[src/rtl/montgomery_modexp_ctrl.sv]
// Left-to-right square-and-multiply sequencer feeding the Montgomery multiplier pipeline.
// Optional feature macro: MODEXP_FINAL_CONVERT_EN (final acc*1 multiply leaves the Montgomery domain).
module montgomery_modexp_ctrl #(
    parameter int W     = 64,
    parameter int LEN_W = 7
) (
    input  logic             clk,
    input  logic             rst,
    input  logic             start,
    output logic             start_ready,
    input  logic [W-1:0]     base_m,
    input  logic [W-1:0]     one_m,
    input  logic [W-1:0]     exp,
    input  logic [LEN_W-1:0] exp_len,
    output logic             res_valid,
    output logic [W-1:0]     res,
    input  logic             res_ack,
    output logic [W-1:0]     mm_a,
    output logic [W-1:0]     mm_b,
    output logic             mm_taken,
    input  logic             mm_ready_in,
    input  logic [W-1:0]     mm_result,
    input  logic             mm_ready_out,
    output logic             mm_given
);

    typedef enum logic [2:0] {
        IDLE,
        SQ_ISSUE,
        SQ_WAIT,
        MUL_ISSUE,
        MUL_WAIT,
`ifdef MODEXP_FINAL_CONVERT_EN
        CONV_ISSUE,
        CONV_WAIT,
`endif
        DONE
    } state_t;

`ifdef MODEXP_FINAL_CONVERT_EN
    localparam state_t LOOP_EXIT = CONV_ISSUE;
`else
    localparam state_t LOOP_EXIT = DONE;
`endif

    localparam logic [LEN_W-1:0] W_L = LEN_W'(W);

    state_t             state_reg, state_next;
    logic [W-1:0]       acc_reg, base_reg, exp_reg;
    logic [LEN_W-1:0]   idx_reg;
    logic               start_ready_reg, res_valid_reg;
    logic [W-1:0]       res_reg, mm_a_reg, mm_b_reg;
    logic               mm_taken_reg, mm_given_reg;

    logic               accept, issue_fire, capture, bit_done, drain, idx_last;
    logic [W-1:0]       issue_b;
    logic [LEN_W-1:0]   len_clamped;

    assign len_clamped = (exp_len > W_L) ? W_L : exp_len;
    assign idx_last    = (idx_reg == LEN_W'(1));
    assign accept      = start && start_ready_reg && (state_reg == IDLE);
    // An orphaned product (e.g. after a reset mid-run) is acknowledged and dropped.
    assign drain       = (state_reg == IDLE) && mm_ready_out && !mm_given_reg;

    always_comb begin
        state_next = state_reg;
        issue_fire = 1'b0;
        capture    = 1'b0;
        bit_done   = 1'b0;
        issue_b    = acc_reg;
        case (state_reg)
            IDLE: begin
                if (accept)
                    state_next = (len_clamped == '0) ? LOOP_EXIT : SQ_ISSUE;
            end
            SQ_ISSUE: begin
                if (mm_ready_in) begin
                    issue_fire = 1'b1;
                    state_next = SQ_WAIT;
                end
            end
            // In a wait state mm_given_reg marks the acknowledge cycle that follows capture.
            SQ_WAIT: begin
                if (mm_given_reg) begin
                    if (exp_reg[W-1]) begin
                        state_next = MUL_ISSUE;
                    end else begin
                        bit_done   = 1'b1;
                        state_next = idx_last ? LOOP_EXIT : SQ_ISSUE;
                    end
                end else if (mm_ready_out) begin
                    capture = 1'b1;
                end
            end
            MUL_ISSUE: begin
                issue_b = base_reg;
                if (mm_ready_in) begin
                    issue_fire = 1'b1;
                    state_next = MUL_WAIT;
                end
            end
            MUL_WAIT: begin
                if (mm_given_reg) begin
                    bit_done   = 1'b1;
                    state_next = idx_last ? LOOP_EXIT : SQ_ISSUE;
                end else if (mm_ready_out) begin
                    capture = 1'b1;
                end
            end
`ifdef MODEXP_FINAL_CONVERT_EN
            CONV_ISSUE: begin
                issue_b = W'(1);
                if (mm_ready_in) begin
                    issue_fire = 1'b1;
                    state_next = CONV_WAIT;
                end
            end
            CONV_WAIT: begin
                if (mm_given_reg)
                    state_next = DONE;
                else if (mm_ready_out)
                    capture = 1'b1;
            end
`endif
            DONE: begin
                if (res_valid_reg && res_ack)
                    state_next = IDLE;
            end
            default: state_next = IDLE;
        endcase
    end

    always_ff @(posedge clk) begin
        if (rst) begin
            state_reg       <= IDLE;
            start_ready_reg <= 1'b0;
            res_valid_reg   <= 1'b0;
            res_reg         <= '0;
            mm_a_reg        <= '0;
            mm_b_reg        <= '0;
            mm_taken_reg    <= 1'b0;
            mm_given_reg    <= 1'b0;
            acc_reg         <= '0;
            base_reg        <= '0;
            exp_reg         <= '0;
            idx_reg         <= '0;
        end else begin
            state_reg       <= state_next;
            start_ready_reg <= (state_next == IDLE);
            mm_taken_reg    <= issue_fire;
            mm_given_reg    <= capture || drain;
            if (issue_fire) begin
                mm_a_reg <= acc_reg;
                mm_b_reg <= issue_b;
            end
            // Exponent is left-aligned so the bit under test is always the MSB.
            if (accept) begin
                acc_reg  <= one_m;
                base_reg <= base_m;
                exp_reg  <= exp << (W_L - len_clamped);
                idx_reg  <= len_clamped;
            end
            if (capture)
                acc_reg <= mm_result;
            if (bit_done) begin
                idx_reg <= idx_reg - LEN_W'(1);
                exp_reg <= exp_reg << 1;
            end
            if (state_reg == DONE && !res_valid_reg) begin
                res_valid_reg <= 1'b1;
                res_reg       <= acc_reg;
            end else if (res_valid_reg && res_ack) begin
                res_valid_reg <= 1'b0;
            end
        end
    end

    assign start_ready = start_ready_reg;
    assign res_valid   = res_valid_reg;
    assign res         = res_reg;
    assign mm_a        = mm_a_reg;
    assign mm_b        = mm_b_reg;
    assign mm_taken    = mm_taken_reg;
    assign mm_given    = mm_given_reg;

endmodule

[config.mk]
export PLATFORM = sky130hd
export DESIGN_NAME = montgomery_modexp_ctrl
export DESIGN_NICKNAME = d
export VERILOG_FILES = /design/src/rtl/montgomery_modexp_ctrl.sv
export SDC_FILE = /design/constraint.sdc
export NUM_CORES = 1
export LEC_CHECK = 0
export ABC_AREA = 1
export CORE_ASPECT_RATIO = 1.5
export CORE_MARGIN = 10
export CORE_UTILIZATION = 30
export CTS_BUF_LIST = sky130_fd_sc_hd__clkbuf_4 sky130_fd_sc_hd__clkbuf_8 sky130_fd_sc_hd__clkbuf_16
export DETAILED_ROUTE_END_ITERATION = 6
export PLACE_DENSITY_LB_ADDON = 0.3
export SLEW_MARGIN = 20
export SYNTH_ARGS = -nofsm -noshare
export SYNTH_HDL_FRONTEND = slang
export SYNTH_SLANG_ARGS = --single-unit
[constraint.sdc]
create_clock -name clk -period 4.9 [get_ports clk]
set_input_delay 0.98 -clock clk [delete_from_list [all_inputs] [get_ports clk]]
set_output_delay 0.98 -clock clk [all_outputs]
set_load 0.01 [all_outputs]
==> results of run 1 <==
==> synth_stat cells, types with 2 or more instances <==
| cell type | instances |
|---|---|
| nand3_1 | 667 |
| o21ai_0 | 413 |
| dfxtp_1 | 398 |
| nand2_1 | 371 |
| inv_1 | 286 |
| nor2_1 | 260 |
| a21oi_1 | 204 |
| clkbuf_1 | 171 |
| buf_2 | 54 |
| a221oi_1 | 43 |
| o22ai_1 | 32 |
| nor3_1 | 29 |
| a211oi_1 | 22 |
| a31oi_1 | 20 |
| buf_1 | 16 |
| inv_2 | 8 |
| buf_6 | 6 |
| o21ai_1 | 6 |
| buf_4 | 5 |
| o21a_1 | 5 |
| nand4_1 | 4 |
| ha_1 | 3 |
| nand2_2 | 3 |
| nor2_4 | 3 |
| nor3_2 | 2 |
| o211ai_1 | 2 |
| o221ai_1 | 2 |
| o31ai_1 | 2 |
| or2_1 | 2 |
==> placed cells by master, fill, tap and decap left out, drive strengths merged, types with 2 or more instances in the layout <==
cell | synthesis | final
a31oi | 20 | 20
diode | 0 | 3
a21oi | 205 | 205
inv | 294 | 298
ha | 3 | 3
nand4 | 4 | 4
nand3 | 668 | 668
o22ai | 32 | 32
o221ai | 2 | 2
or2 | 3 | 3
clkbuf | 171 | 63
o31ai | 3 | 3
o21a | 5 | 5
nand2 | 375 | 375
clkinv | 1 | 7
clkdlybuf4s50 | 0 | 462
xor2 | 2 | 2
buf | 81 | 43
a221oi | 43 | 43
o211ai | 2 | 2
a211oi | 22 | 22
o21ai | 419 | 419
dfxtp | 398 | 398
nor2 | 263 | 263
nor3 | 31 | 31
==> power by group through the flow <==
| stage | combinational, mW | sequential (mW) | clock (mW) |
|---|---|---|---|
| 6_report | 2.03 | 3.53 | 3.32 |
| 5_1_grt | 2.23 | 3.55 | 3.51 |
| 4_1_cts | 2.02 | 3.53 | 3.40 |
| 3_5_place_dp | 2.01 | 3.60 | 0 |
| 3_3_place_gp | 2.01 | 3.60 | 0 |
| 2_1_floorplan | 1.17 | 3.60 | 0 |
==> worst paths after layout <==
kind | start | depth (start not counted) | end | slack, ps
worst max-delay path | exp_len[4] | 16 | exp_reg[63] | 1200
worst min-delay path | base_reg[31] | 2 | base_reg[31] | 460
worst max register to register | state_reg[1] | 13 | exp_reg[4] | 1960
worst min register to register | base_reg[31] | 2 | base_reg[31] | 460
==> per-stage QoR <==
step | cells | hold WS [ps] | worst slack, ps | total power [mW]
6_report | 4266 | 455 | 1200 | 8.88
5_1_grt | 4266 | 473 | 1070 | 9.29
4_1_cts | 4263 | 456 | 1290 | 8.94
3_5_place_dp | 4188 | 447 | 696 | 5.61
3_3_place_gp | 4188 | 440 | 698 | 5.61
2_1_floorplan | 3050 | 430 | 1430 | 4.77
==> cells by family after synthesis <==
family,Yosys count,share of synthesized area (%)
buffers and inverters,547,10.8
AOI/OAI and AO/OA,755,20.2
xor gates and xnor gates,2,0.123
DFF,398,39.2
and+or+nand+nor,1345,29.5
adders and majority gates,3,0.185
==> routing by layer <==
metal  track usage (%)  vias up
met5                 0        -
met4              8.51       24
met3              7.82      163
met2              37.0      909
met1              24.4    10500
li1                  -    10900
==> critical path, cell delays in order <==
cell	delay (ps)
clkdlybuf4s50_1	470
nor2_1	190
nand3_1	110
nand2_2	290
nand2_1	140
ha_2	440
buf_12	350
nand3_1	200
nand3_1	150
nand3_1	200
nand2_1	100
nand2_1	80
nand3_1	180
nand3_1	110
nand2_1	70
inv_1	40
==> cell type report <==
cell class / count / area, um2
diodes: 3 / 7.51
clock buffers: 63 / 1310
clock inverters: 12 / 118
fillers: 7093 / 40000
inverters: 295 / 1120
multi-input cells: 2105 / 10200
flip-flops and latches: 398 / 7970
well taps: 885 / 1110
repair buffers: 505 / 5070
==> out/metrics.csv, run 1 <==
metric,value,unit
grt_usage,21.8,%
avgSynthCellArea,6.66,um2
dr.max_layer_used,met5,
route.met2.wl,43.4,mm
p_clk_share,37.3,%
synth_seq_area_share,39.2,%
leakage,10.8,nW
drv_slew,0,
drive_above_1_share,4.53,%
worst_slew_pin_slew,953,ps
drc,0,
grt_pass1_wl,135,mm
gp_congestion,0.922,
finClkSkew,21.7,ps
synth_ff_type,dfxtp_1,
first_pass_iters,5,
slew_headroom,36.5,%
cp-end-kind,flip-flop,
cts_made_buffers,42,
wl_per_cell,21.2,um
fin_util,40.2,%
antenna_found_initial,15,
drtIter0Drc,1925,
fin_crit_sh,75.6,%
grt_max_degree,165,
post_synth_num_cell_types,40,
max_freq,270,MHz
ios,465,
netlist_area,20300,um2
hpwl,65.8,mm
cts_max_level,2,
synth_edf_count,0,
post_cts_buffers,0,
start_util,30.4,%
path_class,in -> reg,
grt-ovfl-total,0,
synth_warnings,0,
crit_fanout,83,
clk_pin_slew,70,ps
cts_resized,0,
routed-wl-met3,8.38,mm
syn_inst,3050,
synth.largest_area_cell,dfxtp_1,
clk_path_buf_depth,3,
max-cap-violations,0,
cts_tree,done,
power_frac_comb,22.9,%
num_vias,22500,
cts-root-buf,clkbuf_16,
fin_setup_tns,0,ps
synth.top_cell.area_share,39.2,%
seqPwrFrac,39.8,%
synthArstFlopShare,0,%
die-area,78800,um2
ir_worst_vdd,0.000242,V
synth-seq-cells,398,
finalHoldViolations,0,
period_minus_slack,3700,ps
die_x,232,um
swShare,31.3,%
row_count,116,
clock-sinks,398,
area_growth,32.5,%
clkLatencyLatePin,570,ps
setup_violations,0,
synthesis.nets,3322,
core,66900,um2
cp.arrival,4160,ps
m1WireLength,35.0,mm
switching_power,2.78,mW
die_y,339,um
fin_nets,3619,
final_area,26900,um2
p_per_area,330,nW/um2
place_area,25500,um2
startpoint_type,primary input,
hold_path_class,reg -> reg,
port-buffer-count,464,
status,"finished, final reports clean",
crit_required,5350,ps
grt_pass1_vias,21800,
final_antenna_net_count,0,
drt-total-wl,90.3,mm
hold_buffers,0,
intPower,6.10,mW
rsz0062_at_grt,false,
avgViaCountPerCell,5.27,
ys_top_cells_by_area,"dfxtp_1, nand3_1, o21ai_0, nand2_1, inv_1",
Power figures use the tool's default switching activity.
==> run 2: changes to the inputs <==
Clock period 4.9 ns to 3.2 ns, I/O delays scaled along.
==> run 2 against run 1 <==
Net effect: sequential power grew 53%; routed wire length decreased by 0.70%; clock skew is 3.2 ps higher; final area grew 4.0%; sequential share of layout area shrank 1.1 points; clock-buffer cell count shrank 13; flip-flop and latch count unchanged; clock power grew 49%; hold slack got worse by 2.2 ps; largest cell class unchanged.
==> out/metrics.csv, run 2 (synthesis results as in run 1) <==
metric,value,unit
finalHoldViolations,0,
clkLatencyLatePin,570,ps
drc,0,
finClkSkew,25.0,ps
drv_slew,0,
power_frac_comb,24.7,%
dr.max_layer_used,met5,
seqPwrFrac,39.3,%
path_delay_family,simple AND/OR/NAND/NOR gates,
switching_power,4.29,mW
core,66900,um2
final_common_cell,nand3_1,
setup_violations,0,
grt_max_degree,130,
pre_cts_ws,-214,ps
wl_per_cell,20.5,um
cts-root-buf,clkbuf_16,
crit_buf_inv,6,
cp.depth,18,
instances_no_fill,4375,
nFillCells,6971,
slowest_delay,430,ps
cts_max_level,2,
crit_required,3640,ps
drt-total-wl,89.6,mm
ios,465,
hold_buffers,0,
r2r_cells,10,
grt_pass1_vias,22300,
fin_crit_sh,90.8,%
drive_above_1_share,7.43,%
fin_nets,3725,
cts_resized,0,
fin_util,41.8,%
port-buffer-count,464,
fin_setup_tns,0,ps
die_x,232,um
row_count,116,
clock-sinks,398,
routed-wl-met3,7.78,mm
swShare,31.2,%
grt_pass1_wl,135,mm
intPower,9.47,mW
cts_tree,done,
p_clk_share,36.0,%
multi_input_area,10200,um2
drtIter0Drc,1611,
p_per_area,492,nW/um2
crit_path_frequent_cell,nand3_1,
grt_usage,21.7,%
crit_fanout,29,
period_minus_slack,2910,ps
slowest_stage,clkdlybuf4s50_1,
num_vias,22700,
final_antenna_net_count,0,
crit_chain,"clkdlybuf4s50_1, nor2_1, nand3_1, nand2_2, buf_4, o21ai_0, nand3_1, nand2_2, inv_2, buf_12, buf_4, nand3_1, nand2_1, nand2_1, nand3_1, nand3_1, nand2_1, inv_1",
leakage,11.4,nW
post_cts_buffers,0,
final_cell_mix,"nand3_1, clkdlybuf4s50_1, o21ai_0",
clk_pin_slew,60,ps
die-area,78800,um2
whs_path_depth,2,
first_pass_iters,5,
max-cap-violations,0,
m1WireLength,34.1,mm
clk_path_buf_depth,3,
rsz0062_at_grt,false,
startpoint_type,primary input,
status,"finished, final reports clean",
cp-end-kind,flip-flop,
hpwl,66.9,mm
final-seq-area,7970,um2
area_growth,37.8,%
antenna_found_initial,14,
cp.arrival,3350,ps
ir_worst_vdd,0.000378,V
max_freq,344,MHz
slew_headroom,57.5,%
avgViaCountPerCell,5.19,
cts_made_buffers,39,
route.met2.wl,43.5,mm
die_y,339,um
setup_slack,294,ps
path_class,in -> reg,
grt-ovfl-total,0,
hold_path_class,reg -> reg,
dp.cells,4297,
worst_slew_pin_slew,622,ps
gp_congestion,0.953,
whs,453,ps
start_util,30.4,%
run 2: metal layers:
| metal | global-route usage (%) | up-vias |
|---|---|---|
| met2 | 37.4 | 829 |
| li1 | - | 11100 |
| met5 | 0 | - |
| met3 | 7.23 | 189 |
| met1 | 23.6 | 10500 |
| met4 | 10.0 | 16 |
run 2: worst paths after layout:
check	startpoint	to	slack, ps
max	exp_len[4]	exp_reg[63]	290
min reg2reg	base_reg[13]	base_reg[13]	450
min	base_reg[13]	base_reg[13]	450
max reg2reg	mm_given	exp_reg[4]	890
run 2: cell type report:
| type | instances | share of cell area (%) |
|---|---|---|
| multi-input cells | 2105 | 36.5 |
| flip-flops and latches | 398 | 28.5 |
| repair buffers | 614 | 22.1 |
| inverters | 295 | 4.00 |
| well taps | 885 | 3.96 |
| clock buffers | 50 | 3.94 |
| clock inverters | 22 | 0.983 |
| diodes | 6 | 0.0536 |
run 2: power groups by stage:
stage / clock (mW) / sequential (mW) / combinational [mW]
floorplan: 0 / 5.52 / 1.79
finish: 4.96 / 5.40 / 3.40
global route: 5.23 / 5.43 / 3.72
detailed placement: 0 / 5.51 / 3.38
global placement: 0 / 5.51 / 3.38
CTS: 5.07 / 5.40 / 3.39
run 2: through the flow:
step                      total power, mW  area, um2
after floorplan                      7.31      20300
after CTS                            13.9      28000
after global routing                 14.4      28000
final                                13.8      28000
after detailed placement             8.88      26600
after global placement               8.89      26600
run 2: worst reg2reg max path, cell delays in order (launching register included):
cell      delay [ps]
dfxtp_1          510
inv_1            190
o31ai_2          280
nand2_1          110
inv_2             70
nor2_1            50
inv_2            420
buf_12           210
nor2_1            50
a211oi_1         230
nor2_1            60
==> run 3: changes to the inputs <==
Settings changed: CORE_ASPECT_RATIO 1.5 to 0.75.
==> run 3 against run 2 <==
Net effect: routed wire length is 3.0% higher; die area is 0.14% lower; final cell count is 0.89% higher; fmax is 5.5% lower; hold slack worse by 7.4 ps; critical path type unchanged.
==> out/metrics.csv, run 3 (synthesis results as in run 1) <==
metric,value,unit
cts_made_buffers,42,
grt_pass1_wl,136,mm
pre_cts_ws,-326,ps
hold_path_class,reg -> reg,
clk_pin_slew,60,ps
area_growth,39.5,%
final_antenna_net_count,0,
grt_usage,22.1,%
grt.met2_usage,33.7,%
startpoint_type,primary input,
hpwl,68.8,mm
place_area,26800,um2
rsz0062_at_grt,false,
die_y,245,um
num_vias,23100,
grt_max_degree,133,
drv_slew,0,
max-cap-violations,0,
max_freq,325,MHz
met3_usage,7.69,%
finalPower,14.2,mW
grt.busiest_layer,met2,
drtIter0Drc,2681,
setup_violations,0,
fin_setup_tns,0,ps
cts_max_level,2,
die_x,321,um
clock-sinks,398,
cts-root-buf,clkbuf_16,
row_count,82,
cp-end-kind,flip-flop,
ios,465,
cp.arrival,3530,ps
port-buffer-count,464,
fin_util,42.3,%
grt_pass1_vias,21600,
p_per_area,501,nW/um2
finClkSkew,30.2,ps
slew_headroom,54.2,%
start_util,30.3,%
avgViaCountPerCell,5.24,
worst_slew_pin_slew,687,ps
antenna_found_initial,20,
die-area,78600,um2
crit_required,3660,ps
cts_tree,done,
whs_path_depth,2,
instances_no_fill,4414,
r2r_cells,13,
setup_slack,125,ps
fin_nets,3757,
multi_input_area,10200,um2
status,"finished, final reports clean",
drt-total-wl,92.3,mm
crit_fanout,10,
ir_worst_vdd,0.000374,V
first_pass_iters,6,
whs,446,ps
core,67000,um2
drive_above_1_share,8.33,%
final-seq-area,7970,um2
fin_crit_sh,96.1,%
finalHoldViolations,0,
clk_path_buf_depth,3,
leakage,11.6,nW
final_area,28300,um2
final_cell_mix,"nand3_1, clkdlybuf4s50_1, o21ai_0",
period_minus_slack,3070,ps
gp_congestion,1.02,
path_class,in -> reg,
met1_usage,28.6,%
hold_buffers,0,
clkLatencyLatePin,560,ps
wl_per_cell,20.9,um
final_common_cell,nand3_1,
drc,0,
dp.cells,4322,
grt-ovfl-total,0,
nFillCells,6968,
[run 3: cell types whose count changed in the layout (fill, tap and decap cells not counted)]
cell	delta
buf_4	+28
clkinv_8	+1
nand2_4	+1
inv_8	-2
clkbuf_4	+1
clkinv_4	+1
buf_12	+1
nand2_2	-1
clkbuf_16	+3
diode_2	+8
clkinvlp_4	-1
clkbuf_8	+2
[run 3: area by class of cell]
class                      instances  share of cell area (%)
antenna                           14                   0.124
sequential                       398                    28.1
multi-input combinational       2105                    36.1
timing repair buffer             643                    22.6
clock inverter                    21                   0.953
clock buffer                      56                    4.28
inverter                         295                    3.95
tap                              882                    3.89
[run 3: layer usage]
layer	part of all wire, %	up-vias
met2	44	1007
met3	10	159
met5	0.081	-
li1	-	11200
met1	42	10700
met4	3.3	14
[run 3: repair_timing]
action,CTS,global route
setup endpoints to repair,0,1
setup buffers,0,1
gates resized for setup,0,0
[run 3: path summary, 6_finish.rpt]
check | from | end | slack, ps
max | exp_len[4] | exp_reg[37] | 130
min reg2reg | base_reg[14] | mm_b[14] | 450
max reg2reg | state_reg[2] | exp_reg[48] | 960
min | base_reg[14] | mm_b[14] | 450
[run 3: power by group]
| part | switching (mW) | internal, mW | leakage, nW |
|---|---|---|---|
| Combinational | 2.14 | 1.43 | 7.63 |
| Sequential | 0.146 | 5.26 | 3.23 |
| Clock | 2.21 | 3.03 | 0.740 |
[run 3: critical path: stages]
cell             delay [ps]
clkdlybuf4s50_1         430
nor2_1                  190
nand3_1                 150
nand2_4                 110
nand2_1                  80
ha_2                    380
inv_2                   190
buf_4                   250
nand3_1                 160
nand3_1                 170
nand3_1                 250
buf_4                   220
o21ai_1                 100
nand2_1                  70
a21oi_1                 130
